--- config.mk ---
export PLATFORM = sky130hd
export DESIGN_NAME = uart_transmitter_fsm_flat
export DESIGN_NICKNAME = d
export VERILOG_FILES = /design/src/rtl/uart_transmitter_fsm_pkg.sv /design/src/rtl/uart_transmitter_fsm_if.sv /design/src/rtl/uart_transmitter_fsm_odd_parity.sv /design/src/rtl/uart_transmitter_fsm.sv /design/src/flat_wrapper.sv
export SDC_FILE = /design/constraint.sdc
export NUM_CORES = 1
export LEC_CHECK = 0
export ABC_CLOCK_PERIOD_IN_PS = 2630
export CELL_PAD_IN_SITES_DETAIL_PLACEMENT = 0
export CELL_PAD_IN_SITES_GLOBAL_PLACEMENT = 1
export CORE_UTILIZATION = 30
export CTS_BUF_LIST = sky130_fd_sc_hd__clkbuf_4
export CTS_CLUSTER_DIAMETER = 50
export DETAILED_ROUTE_END_ITERATION = 8
export PLACE_DENSITY = 0.71
export SLEW_MARGIN = 20
export SYNTH_ARGS = -nofsm -noshare
export SYNTH_HDL_FRONTEND = slang
export SYNTH_HIERARCHICAL = 1
export SYNTH_SLANG_ARGS = --single-unit
--- constraint.sdc ---
create_clock -name baudRateOut -period 2.63 [get_ports baudRateOut]
set_clock_uncertainty 0.05 [all_clocks]
set_input_delay 0.526 -clock baudRateOut [delete_from_list [all_inputs] [get_ports baudRateOut]]
set_output_delay 0.526 -clock baudRateOut [all_outputs]
set_load 0.03 [all_outputs]
--- src/rtl/uart_transmitter_fsm_pkg.sv ---
// Shared UART definitions: frame geometry, state encodings and parity sense.
// The receiver FSM imports the same package so both ends agree on framing.
package uart_transmitter_fsm_pkg;

    // Clock cycles per serial bit on the 16x baud clock.
    localparam int unsigned OVERSAMPLE = 16;
    // Payload width; a frame is start + data + parity + stop.
    localparam int unsigned DATA_BITS  = 8;
    localparam int unsigned FRAME_BITS = DATA_BITS + 3;

    // Counter widths derived from the frame geometry.
    localparam int unsigned TICK_W  = $clog2(OVERSAMPLE);
    localparam int unsigned BIT_W   = $clog2(DATA_BITS);
    localparam int unsigned STATE_W = 3;

    // State encodings, shared with the receiver.
    localparam logic [STATE_W-1:0] IDLE   = STATE_W'(0);
    localparam logic [STATE_W-1:0] START  = STATE_W'(1);
    localparam logic [STATE_W-1:0] DATA   = STATE_W'(2);
    localparam logic [STATE_W-1:0] PARITY = STATE_W'(3);
    localparam logic [STATE_W-1:0] STOP   = STATE_W'(4);

    // Last tick of a bit period and last data bit index.
    localparam logic [TICK_W-1:0] TICK_LAST = TICK_W'(OVERSAMPLE - 1);
    localparam logic [BIT_W-1:0]  BIT_LAST  = BIT_W'(DATA_BITS - 1);

    // Parity sense: 1 selects odd parity (ones over data+parity is odd).
    localparam logic PARITY_ODD = 1'b1;

    typedef logic [DATA_BITS-1:0] uartData_t;

    // Latched transmit payload: shifting data plus the parity computed at accept.
    typedef struct packed {
        uartData_t data;
        logic      parity;
    } txPayload_t;

endpackage

--- src/rtl/uart_transmitter_fsm_if.sv ---
// Byte handshake and line signals between a byte source and the UART transmitter.
interface uart_transmitter_fsm_if;
    import uart_transmitter_fsm_pkg::*;

    uartData_t dataIn;
    logic      sendData;
    logic      ready;
    logic      serialOutput;
    logic      done;

    // Byte source side.
    modport master (
        output dataIn,
        output sendData,
        input  ready,
        input  serialOutput,
        input  done
    );

    // Transmitter side.
    modport slave (
        input  dataIn,
        input  sendData,
        output ready,
        output serialOutput,
        output done
    );

endinterface

--- src/rtl/uart_transmitter_fsm_odd_parity.sv ---
// Combinational parity generator for one UART payload; also used by the receiver check.
module odd_parity
    import uart_transmitter_fsm_pkg::*;
(
    input  uartData_t data,
    output logic      parity_c
);

    // XOR-reduce the payload, then invert for odd sense.
    always_comb begin
        parity_c = (^data) ^ PARITY_ODD;
    end

endmodule

--- src/rtl/uart_transmitter_fsm.sv ---
// UART transmitter: accepts one byte per handshake and sends start, 8 data bits
// LSB first, odd parity and stop, each held for OVERSAMPLE baud-clock cycles.
module uart_transmitter_fsm
    import uart_transmitter_fsm_pkg::*;
(
    input  logic                   baudRateOut,
    input  logic                   rst,
    uart_transmitter_fsm_if.slave  bus
);

    logic [STATE_W-1:0] state;
    logic [STATE_W-1:0] stateNext;
    logic [TICK_W-1:0]  tick;
    logic [TICK_W-1:0]  tickNext;
    logic [BIT_W-1:0]   bitCnt;
    logic [BIT_W-1:0]   bitCntNext;
    txPayload_t         payload;
    txPayload_t         payloadNext;
    logic               serialReg;
    logic               serialNext;
    logic               readyReg;
    logic               readyNext;
    logic               doneReg;
    logic               doneNext;
    logic               parityIn_c;
    logic               tickLast_c;

    // Parity of the incoming byte, latched together with it on accept.
    odd_parity u_parity (
        .data     (bus.dataIn),
        .parity_c (parityIn_c)
    );

    assign tickLast_c = (tick == TICK_LAST);

    // Next-state and next-output logic; every target gets a hold/idle default first.
    always_comb begin
        stateNext   = state;
        tickNext    = tick;
        bitCntNext  = bitCnt;
        payloadNext = payload;
        serialNext  = serialReg;
        readyNext   = readyReg;
        doneNext    = 1'b0;

        case (state)
            IDLE: begin
                serialNext = 1'b1;
                readyNext  = 1'b1;
                tickNext   = '0;
                bitCntNext = '0;
                if (readyReg && bus.sendData) begin
                    payloadNext = '{data: bus.dataIn, parity: parityIn_c};
                    stateNext   = START;
                    readyNext   = 1'b0;
                    serialNext  = 1'b0;
                end
            end

            START: begin
                serialNext = 1'b0;
                tickNext   = tickLast_c ? '0 : tick + TICK_W'(1);
                if (tickLast_c) begin
                    stateNext  = DATA;
                    serialNext = payload.data[0];
                end
            end

            DATA: begin
                serialNext = payload.data[0];
                tickNext   = tickLast_c ? '0 : tick + TICK_W'(1);
                if (tickLast_c) begin
                    if (bitCnt == BIT_LAST) begin
                        stateNext  = PARITY;
                        bitCntNext = '0;
                        serialNext = payload.parity;
                    end else begin
                        bitCntNext       = bitCnt + BIT_W'(1);
                        payloadNext.data = payload.data >> 1;
                        serialNext       = payload.data[1];
                    end
                end
            end

            PARITY: begin
                serialNext = payload.parity;
                tickNext   = tickLast_c ? '0 : tick + TICK_W'(1);
                if (tickLast_c) begin
                    stateNext  = STOP;
                    serialNext = 1'b1;
                end
            end

            STOP: begin
                serialNext = 1'b1;
                tickNext   = tickLast_c ? '0 : tick + TICK_W'(1);
                if (tickLast_c) begin
                    stateNext = IDLE;
                    readyNext = 1'b1;
                    doneNext  = 1'b1;
                end
            end

            // Unreachable encodings fall back to the idle/reset picture.
            default: begin
                stateNext   = IDLE;
                tickNext    = '0;
                bitCntNext  = '0;
                payloadNext = '0;
                serialNext  = 1'b1;
                readyNext   = 1'b1;
                doneNext    = 1'b0;
            end
        endcase
    end

    // State, counters, payload and registered outputs; synchronous reset wins over any request.
    always_ff @(posedge baudRateOut) begin
        if (rst) begin
            state     <= IDLE;
            tick      <= '0;
            bitCnt    <= '0;
            payload   <= '0;
            serialReg <= 1'b1;
            readyReg  <= 1'b1;
            doneReg   <= 1'b0;
        end else begin
            state     <= stateNext;
            tick      <= tickNext;
            bitCnt    <= bitCntNext;
            payload   <= payloadNext;
            serialReg <= serialNext;
            readyReg  <= readyNext;
            doneReg   <= doneNext;
        end
    end

    assign bus.serialOutput = serialReg;
    assign bus.ready        = readyReg;
    assign bus.done         = doneReg;

endmodule

--- src/flat_wrapper.sv ---
// flat-port wrapper written by rule: the top's interface ports become plain ports
module uart_transmitter_fsm_flat import uart_transmitter_fsm_pkg::*;
  (baudRateOut, rst, bus_dataIn, bus_sendData, bus_ready, bus_serialOutput, bus_done);
  uart_transmitter_fsm_if bus_i ();
  input  logic baudRateOut;
  input  logic rst;
  input wire logic [$bits(bus_i.dataIn)-1:0] bus_dataIn;
  input wire logic [$bits(bus_i.sendData)-1:0] bus_sendData;
  output wire logic [$bits(bus_i.ready)-1:0] bus_ready;
  output wire logic [$bits(bus_i.serialOutput)-1:0] bus_serialOutput;
  output wire logic [$bits(bus_i.done)-1:0] bus_done;
  assign bus_i.dataIn = bus_dataIn;
  assign bus_i.sendData = bus_sendData;
  assign bus_ready = bus_i.ready;
  assign bus_serialOutput = bus_i.serialOutput;
  assign bus_done = bus_i.done;
  uart_transmitter_fsm u_core (.baudRateOut(baudRateOut), .rst(rst), .bus(bus_i));
endmodule
# Yosys cells after proc, flatten, opt, wreduce, memory -nomap -nowiden
# Cells that the tools add are included.
# Widths: inputs -> output; s select.
# word_totals
elab_cells	65
inputBits	11
register_bits	22
# op_classes
n_bitwise	5
mux	24
addsub	2
n_reduce_logical	13
eq_ne	13
# op_table
operator	count
$mux 3	8
$pmux 8 s3	1
$mux 8	2
$pmux 3 s5	1
$ne 2x1->1 const B	6
$mux 9	1
$reduce_or 3->1	3
$reduce_xor 8->1	1
$mux 1	7
$eq 3x2->1 const B	2
$eq 3x3->1 const B	2
$pmux 3 s2	1
$reduce_and 2->1	3
$reduce_and 6->1	1
$not 1->1	5
$add 4x1->4 const B	1
$eq 4x4->1 const B	1
$pmux 1 s4	1
$reduce_and 4->1	1
$reduce_or 4->1	1
$add 3x1->3 const B	1
$eq 3x1->1 const B	1
$logic_not 3->1	1
$pmux 1 s3	1
4 further kinds	4

# Depth between registers and ports, before layout
# Gate-level depths: netlist of run 1.
# depth
ltp_word	4
depth_mapped	7
mapped_depth_nobuf	7

# Hierarchy
# The synthesis of run 1 kept the hierarchy.
# by_module_without_submodules
mod	seq_area_each_um2	instances	cells_per_inst	area_per_inst_um2
uart_transmitter_fsm	440.4	1	132	1149.9
odd_parity	0.0	1	7	61.3

# Worst setup path before layout of run 1
# OpenSTA, ideal clock, no wires.
# synth_timing
kind	register -> register
from	register u_core.bitCnt[0]
to	register u_core/payload[7] (netlist name)
setup_slack_ns	0.701
path_buffers	1
arrival_time_ns	1.809
stages_incl_launch_ff	7
period_less_slack_ns	1.929
required_time_ns	2.510
path_cell_list	dfxtp_1 ha_1 ha_1 o32a_4 buf_6 or4_1 a21oi_1
# synth_between
elab_chain_len	3
# synth_rtl
element	line_no	text
start: declaration	uart_transmitter_fsm.sv:15	logic [BIT_W-1:0] bitCnt;
start signal: assignment	uart_transmitter_fsm.sv:130	bitCnt <= bitCntNext;
$eq 3x3->1	uart_transmitter_fsm.sv:73	if (bitCnt == BIT_LAST) begin
$ne 2x2->1 (no source line)	--	
$reduce_and 4->1 (no source line)	--	
end signal: assignment	uart_transmitter_fsm.sv:131	payload <= payloadNext;
end: declaration	uart_transmitter_fsm.sv:17	txPayload_t payload;
# No other way between the ends.
# A chain may end at the register's enable or synchronous reset.

# Worst setup path after layout of run 1
# layout_timing
from	register u_core.state[1]
to	register u_core/payload[7] (netlist name)
# layout_between
elab_chain_len	4
word_cells_on_any_way	12
classes_between	eq/ne: 7; mux: 1; bitwise: 1; reduce/logical: 3
# layout_rtl
element	line_no	text
start: declaration	uart_transmitter_fsm.sv:11	logic [STATE_W-1:0] state;
start signal: assignment	uart_transmitter_fsm.sv:128	state <= stateNext;
$eq 3x1->1, or another cell as far along	uart_transmitter_fsm.sv:46	case (state)
$reduce_or 3->1 (no source line)	--	
$not 1->1 (no source line)	--	
$reduce_and 4->1 (no source line)	--	
# Several ways; a longest one is shown, not always the timed one.

==> results of run 1 <==
## cell families after synthesis
group	count (synthesis)	share of synthesized area, %
xor gates and xnor gates	10	7.23
and+or+nand+nor	57	26.6
buffers and inverters	12	5.27
muxes	8	6.61
adders and majority gates	3	3.10
AOI/OAI and AO/OA	27	14.9
DFF	22	36.4
## metrics by stage
step | instance area, µm² | setup slack [ns]
floorplan | 1210 | 0.701
global placement | 1380 | 0.437
detailed placement | 1380 | 0.401
CTS | 1400 | 0.507
global route | 1400 | 0.354
finish | 1400 | 0.497
## path summary, 6_finish.rpt
path | end | depth (start not counted) | slack [ns]
max | u_core/payload[7] | 4 | 0.50
max reg2reg | u_core/payload[7] | 4 | 0.50
min reg2reg | u_core/tick[0] | 1 | 0.42
min | u_core/tick[0] | 1 | 0.42
## critical path: stages (launching register included)
cell and delay, ns:
dfxtp_1 0.61, nand4_1 0.30, o32a_4 0.46, or4_1 0.48, a21oi_1 0.17
## area by class of cell
type	count	area [µm²]
multi-input cells	105	707
fillers	382	2370
repair buffers	17	160
well taps	48	60.1
inverters	2	7.51
clock buffers	3	22.5
flip-flops and latches	22	440
## flip-flops by register name, summed over array words and instances, names as in the netlist
| signal | cells |
|---|---|
| u_core/bus.serialOutput | 1 |
| u_core/bus.ready | 1 |
| u_core/bitCnt | 3 |
| u_core/tick | 4 |
| u_core/state | 3 |
| u_core/payload | 9 |
| u_core/bus.done | 1 |
## routing by layer
layer	global-route usage [%]	vias up	wire [µm]
met2	22.6	17	1180
li1	-	531	-
met1	17.5	470	1260
met5	0	-	0
met4	2.45	0	19
met3	4.17	2	83
## cells in the final DEF (no fill, tap or decap), types with 2 or more instances in the layout
cell type,synthesis,routed
or4_1,7,7
mux2i_1,8,8
buf_4,1,4
clkbuf_4,0,3
a211o_1,2,2
or3b_2,3,3
nand3_1,15,15
ha_1,3,3
nor2b_1,2,2
clkdlybuf4s50_1,0,13
o21ai_0,2,2
nor3_1,4,4
dfxtp_1,22,22
inv_1,2,2
nor2_1,10,10
a21oi_1,14,14
xnor2_1,9,9
nand2_1,7,7
## where the power goes
part           internal [mW]  total, mW  switching, mW
Combinational         0.0596      0.116         0.0561
Clock                 0.0534      0.153         0.0995
Sequential             0.348      0.359         0.0114
Total                  0.461      0.628          0.167
==> results.yml, run 1 <==
outcome:
  status: "complete, no violations"
setup_path:
  startpoint: "u_core/state[1]"
  worstPathRequired_ns: 2.81
  crit_type: "reg -> reg"
  cp_max_fo: 16
  crit_path_start_kind: "flip-flop"
  reg2reg_from: "u_core/state[1]"
  critPathCaptureType: "flip-flop"
  worstPathArrival_ns: 2.31
clocking:
  clock_sinks: 22
  cts_resized: 0
  clkTransAtPathRegs_ns: 0.12
  cts_root_buffer: "clkbuf_4"
  cts_setup_buffers: 0
  htreeDepth: 1
  cts_tree: "built"
  numCtsBuffers: 3
  cts-hold-fix-buffers: 0
  clk_latency_ns: 0.30
  clk_path_buf_depth: 2
timing:
  fin_crit_ns: 2.13
  drv_slew: 0
  tns_ns: 0
  rsz0062_at_grt: "no"
  period_share_pct: 81.1
  hold_viol: 0
  tightestPinTransition_ns: 0.694
  setup_viol: 0
  timing.hold.ws_ns: 0.419
  slew_headroom_pct: 53.4
  fmaxAchievable_ghz: 0.469
yosys:
  ys_seq_area_share_pct: 36.4
  yosysWarnings: 6
  async_flop_share_pct: 0
  synth_common_cells: "22 x dfxtp_1, 15 x nand3_1, 14 x a21oi_1, 10 x nor2_1, 9 x xnor2_1"
  avgSynthCellArea_um2: 8.71
  netlist.area_leader.share_pct: 36.4
  syn_inst: 139
  syn_area_um2: 1210
  synth-edff-count: 0
  synth_top_cell_by_area: "dfxtp_1"
  yosysMostFrequentCell: "dfxtp_1"
  yosys_register_bits: 22
  ys.flop_type: "dfxtp_1"
  synth.area.top_cells: "dfxtp_1 36%, mux2i_1 6.6%, xnor2_1 6.5%, nand3_1 6.2%, a21oi_1 5.8%"
  ys_types: 38
  syn_nets: 153
place:
  dpl.cell_count: 194
  gp_congestion: 0.770
  hpwl_um: 1880
  io_buffers: 13
grt:
  antenna_found_initial: 0
  grt_use_total_pct: 13.7
  grt_max_degree: 17
  grt_pass1_wl_um: 4560
  first_global_vias: 978
  grt_overflow: 0
floorplanning:
  die_h_um: 65.5
  die_w_um: 65.5
  ios: 14
  initial_utilization_pct: 32.1
  core_um2: 3770
  rows: 22
  dieArea_um2: 4300
power_and_ir_drop:
  p_total_uw: 628
  p_leak_nw: 0.472
  power_density_nw_per_um2: 449
  peakVddDrop_mv: 0.249
routing:
  vias: 1020
  drt-vias-per-instance: 5.18
  wl_per_cell_um: 12.9
  ant_nets: 0
  drtIter0Drc: 72
  routed_wl_um: 2550
  drc_errors: 0
  dr.pass1.iters: 4
finish:
  final_cells: 197
  area_growth_pct: 15.4
  antennaDiodeCount: 0
  drive_gt1_share_pct: 8.72
  nets: 165
  fin_util_pct: 37.1
hold_path:
  hp-class: "reg -> reg"
  hold_start: "u_core/tick[0]"
flow_run:
  drv_cap: 0
(Power assumes the default switching activity.)
==> run 2: changes to the inputs <==
Settings changed: ABC_CLOCK_PERIOD_IN_PS 2630 to 1800, PLACE_DENSITY 0.71 to 0.73.
Clock period 2.63 ns to 1.8 ns, I/O delays scaled along.
==> results.yml, run 2 (synthesis results as in run 1) <==
clocking:
  clock_sinks: 22
  cts_tree: "built"
  cts_root_buffer: "clkbuf_4"
  clk_latency_ns: 0.31
  clkTransAtPathRegs_ns: 0.12
  htreeDepth: 1
  clk_path_buf_depth: 2
  numCtsBuffers: 3
grt:
  antenna_found_initial: 0
  grt_overflow: 0
  first_global_vias: 1180
  grt_max_degree: 13
  grt_pass1_wl_um: 5180
  grt_use_total_pct: 15.6
setup_path:
  critPathCaptureType: "flip-flop"
  cp_slowest_cell: "or4_4"
  crit_chain: "ha_4 -> nand4_1 -> o32a_4 -> or4_4 -> a21oi_2"
  slowest_delay_ns: 0.49
  worstPathArrival_ns: 2.04
  crit_family: "simple AND/OR/NAND/NOR gates"
  crit_buf_inv: 0
  cp_max_fo: 6
  crit_path_start_kind: "flip-flop"
  r2r_slack_ns: -0.04
  worstPathRequired_ns: 2.00
  crit_type: "reg -> reg"
routing:
  dr.pass1.iters: 4
  wl_per_cell_um: 13.2
  drtIter0Drc: 36
  routed_wl_um: 2990
  vias: 1149
  drc_errors: 0
  drt-vias-per-instance: 5.06
  ant_nets: 0
floorplanning:
  core_um2: 3770
  die_w_um: 65.5
  initial_utilization_pct: 32.1
  dieArea_um2: 4300
  rows: 22
  die_h_um: 65.5
  ios: 14
timing:
  period_share_pct: 102
  hold_viol: 0
  setup_viol: 7
  tns_ns: -0.0963
  fin_crit_ns: 1.84
  drv_slew: 0
  fmaxAchievable_ghz: 0.543
  tightestPinTransition_ns: 0.303
  rsz0062_at_grt: "yes"
  slew_headroom_pct: 79.7
  finalWorstSetupSlack_ns: -0.0402
place:
  placed_cell_area_um2: 1590
  io_buffers: 13
  hpwl_um: 2150
  gp_congestion: 0.777
power_and_ir_drop:
  p_int_uw: 708
  swShare_pct: 27.3
  clkPwrFrac_pct: 23.6
  power_density_nw_per_um2: 569
  peakVddDrop_mv: 0.191
  p_leak_nw: 0.613
  seq_power_share_pct: 53.9
  p_sw_uw: 266
  p_total_uw: 973
  comb_power_share_pct: 22.5
hold_path:
  hp-class: "reg -> reg"
finish:
  design_area_um2: 1710
  fillers: 351
  drive_gt1_share_pct: 34.6
  reg.largest.list: "u_core/payload x9, u_core/tick x4"
  antennaDiodeCount: 0
  nets: 194
  regMostFlops: "u_core/payload"
  largest_reg_flops: 9
  area_growth_pct: 41.3
  final_cell_mix: "32 x buf_4, 17 x dfxtp_1, 14 x nand3_1"
  mostFrequentLayoutCell: "buf_4"
  fin_util_pct: 45.4
outcome:
  failed_checks: "setup timing"
  status: "finished with violations"
flow_run:
  drv_cap: 0
==> run 2: per-stage QoR <==
| stage | hold WS, ns | instances | setup WS, ns |
|---|---|---|---|
| after floorplan | 0.370 | 139 | 0.0675 |
| after global placement | 0.398 | 218 | -0.151 |
| after detailed placement | 0.404 | 218 | -0.186 |
| after CTS | 0.422 | 226 | -0.0182 |
| after global routing | 0.440 | 227 | -0.109 |
| final | 0.423 | 227 | -0.0402 |
==> run 2: final cells by class <==
cell class / instances / area, µm² / area share [%]
Multi-Input combinational cell: 106 / 802 / 46.9
Clock inverter: 1 / 3.75 / 0.219
Inverter: 2 / 7.51 / 0.439
Timing Repair Buffer: 45 / 369 / 21.6
Tap cell: 48 / 60.1 / 3.51
Clock buffer: 3 / 22.5 / 1.32
Sequential cell: 22 / 447 / 26.1
==> run 2: power groups by stage <==
| stage | Combinational, mW | Clock, mW | Sequential [mW] |
|---|---|---|---|
| 5_1_grt | 0.238 | 0.274 | 0.529 |
| 3_5_place_dp | 0.200 | 0 | 0.535 |
| 3_3_place_gp | 0.198 | 0 | 0.535 |
| 2_1_floorplan | 0.117 | 0 | 0.538 |
| 4_1_cts | 0.207 | 0.239 | 0.525 |
| 6_report | 0.219 | 0.230 | 0.525 |
==> run 2: final timing paths <==
check / end / start / cells past startpoint
hold / removal: u_core/payload[8] / u_core/payload[8] / 2
setup reg to reg: u_core/payload[1] / u_core/tick[1] / 5
setup / recovery: u_core/payload[1] / u_core/tick[1] / 5
hold reg to reg: u_core/payload[8] / u_core/payload[8] / 2
==> run 2: worst register-to-register path: cells and delay by family (launching register included) <==
family	cells	cell delay, ns
and+or+nand+nor	2	0.65
AOI/OAI and AO/OA	2	0.59
DFF	1	0.37
adders and majority gates	1	0.13
==> run 2: repair_timing <==
action                                  in CTS  in global routing
pin swaps                                    7                  7
cloned                                       1                  0
hold buffers                                 0                  0
endpoints found under the setup margin       8                 11
gates resized for setup                      2                 16
buffers inserted                             3                  2
==> run 2: per-layer routing <==
layer / GRT usage, % / vias up / part of all wire [%]
met5: 0 / - / 0
met4: 6.52 / 0 / 0.67
met3: 2.08 / 2 / 2.1
met2: 25.1 / 12 / 47
met1: 20.8 / 545 / 50
li1: - / 590 / -
==> run 3: changes to the inputs <==
--- a/config.mk
+++ b/config.mk
@@ -8,5 +8,5 @@
 export ABC_CLOCK_PERIOD_IN_PS = 1800
-export CELL_PAD_IN_SITES_DETAIL_PLACEMENT = 0
+export CELL_PAD_IN_SITES_DETAIL_PLACEMENT = 1
 export CELL_PAD_IN_SITES_GLOBAL_PLACEMENT = 1
-export CORE_UTILIZATION = 30
+export CORE_UTILIZATION = 39
 export CTS_BUF_LIST = sky130_fd_sc_hd__clkbuf_4
@@ -14,3 +14,3 @@
 export DETAILED_ROUTE_END_ITERATION = 8
-export PLACE_DENSITY = 0.73
+export PLACE_DENSITY = 0.88
 export SLEW_MARGIN = 20
==> constraint.sdc (replaced) <==
create_clock -name baudRateOut -period 1.8 [get_ports baudRateOut]
set_clock_uncertainty 0.05 [all_clocks]
set_input_delay 0.27 -clock baudRateOut [delete_from_list [all_inputs] [get_ports baudRateOut]]
set_output_delay 0.27 -clock baudRateOut [all_outputs]
set_load 0.03 [all_outputs]
==> results.yml, run 3 (synthesis results as in run 1) <==
outcome:
  status: "finished with violations"
  failed_checks: "setup timing"
clocking:
  numCtsBuffers: 3
  clk_latency_ns: 0.31
  cts_tree: "built"
  cts_root_buffer: "clkbuf_4"
  cts-hold-fix-buffers: 0
  clock_sinks: 22
  htreeDepth: 1
  clk_path_buf_depth: 2
  clkTransAtPathRegs_ns: 0.13
hold_path:
  min_path_cells: 2
  hold_start: "u_core/payload[8]"
  min_to: "u_core/payload[8]"
  hp-class: "reg -> reg"
power_and_ir_drop:
  p_total_uw: 994
  p_leak_nw: 0.606
  power_density_nw_per_um2: 593
  peakVddDrop_mv: 0.378
finish:
  area_growth_pct: 38.4
  final_cell_mix: "28 x buf_4, 16 x dfxtp_1, 15 x nand3_1"
  reg.largest.list: "u_core/payload x9, u_core/tick x4"
  mostFrequentLayoutCell: "buf_4"
  design_area_um2: 1680
  drive_gt1_share_pct: 33.0
  largest_reg_flops: 9
  fin_util_pct: 58.8
  regMostFlops: "u_core/payload"
  fillers: 332
  antennaDiodeCount: 0
  nets: 191
place:
  gp_congestion: 0.837
  io_buffers: 13
  dp_slack_ns: -0.158
  hpwl_um: 2670
  placed_cell_area_um2: 1510
floorplanning:
  core_um2: 2850
  rows: 19
  initial_utilization_pct: 42.5
  die_w_um: 57.7
  die_h_um: 57.7
  ios: 14
  dieArea_um2: 3330
grt:
  grt_use_total_pct: 26.8
  first_global_vias: 1363
  grt_max_degree: 16
  grt_overflow: 0
  antenna_found_initial: 0
  grt_pass1_wl_um: 6710
routing:
  ant_nets: 0
  vias: 1243
  wl_per_cell_um: 19.8
  dr.pass1.iters: 4
  routed_wl_um: 4090
  drt-vias-per-instance: 6.00
  drc_errors: 0
  drtIter0Drc: 73
flow_run:
  drv_cap: 0
timing:
  rsz0062_at_grt: "yes"
  fin_crit_ns: 1.88
  setup_viol: 6
  slew_headroom_pct: 77.5
  tightestPinTransition_ns: 0.336
  finalWorstSetupSlack_ns: -0.0835
  hold_viol: 0
  period_share_pct: 105
  drv_slew: 0
  fmaxAchievable_ghz: 0.531
  tns_ns: -0.255
setup_path:
  cp_max_fo: 6
  r2r_slack_ns: -0.08
  crit_type: "reg -> reg"
  worstPathRequired_ns: 2.00
  critPathCaptureType: "flip-flop"
  worstPathArrival_ns: 2.08
  startpoint: "u_core/bitCnt[1]"
  reg2reg_depth: 5
  timing.rr.end: "u_core/payload[6]"
  reg2reg_from: "u_core/bitCnt[1]"
  crit_path_start_kind: "flip-flop"
## run 3: worst max-delay path, stage by stage (launching register included)
cell,delay (ns)
dfxtp_2,0.36
ha_4,0.17
ha_4,0.18
o32a_4,0.39
or4_4,0.50
a21oi_2,0.16
## run 3: metrics by stage
| step | std cells | hold slack [ns] |
|---|---|---|
| after global placement | 194 | 0.398 |
| after floorplan | 139 | 0.370 |
| after detailed placement | 194 | 0.413 |
| after CTS | 205 | 0.442 |
| after global routing | 207 | 0.466 |
| final | 207 | 0.435 |
## run 3: worst max path at each step
stage                        end  slack (ns)
2_1_floorplan  u_core/payload[7]        0.07
3_3_place_gp   u_core/payload[3]       -0.04
3_5_place_dp   u_core/payload[3]       -0.16
4_1_cts        u_core/payload[6]       -0.08
5_1_grt        u_core/payload[6]       -0.12
6_report       u_core/payload[6]       -0.08
## run 3: power by group
part           leakage, nW  internal [mW]  total (mW)  switching [mW]
clock network       0.0154         0.0812       0.240           0.159
logic                0.408          0.114       0.225           0.111
registers            0.182          0.509       0.528          0.0196
total                0.606          0.704       0.994           0.290
## run 3: layer usage
metal / global-route usage (%) / vias to the layer above / wire length (µm)
met5: 0 / - / 0
met1: 33.6 / 610 / 1770
met2: 45.2 / 36 / 2020
met3: 4.46 / 14 / 185
li1: - / 583 / -
met4: 12.6 / 0 / 116
## run 3: timing repair
action / 4_1_cts / 5_1_grt
setup endpoints to repair: 9 / 12
setup buffers: 6 / 2
gates resized for setup: 9 / 10
pin swaps: 8 / 3
cloned: 1 / 0
## run 3: cell type report
class	instances	area [µm²]	area share, %
multi-input combinational	106	802	47.8
sequential	22	448	26.7
timing repair buffer	42	354	21.1
tap	31	38.8	2.31
clock buffer	3	22.5	1.34
inverter	2	7.51	0.448
clock inverter	1	3.75	0.224
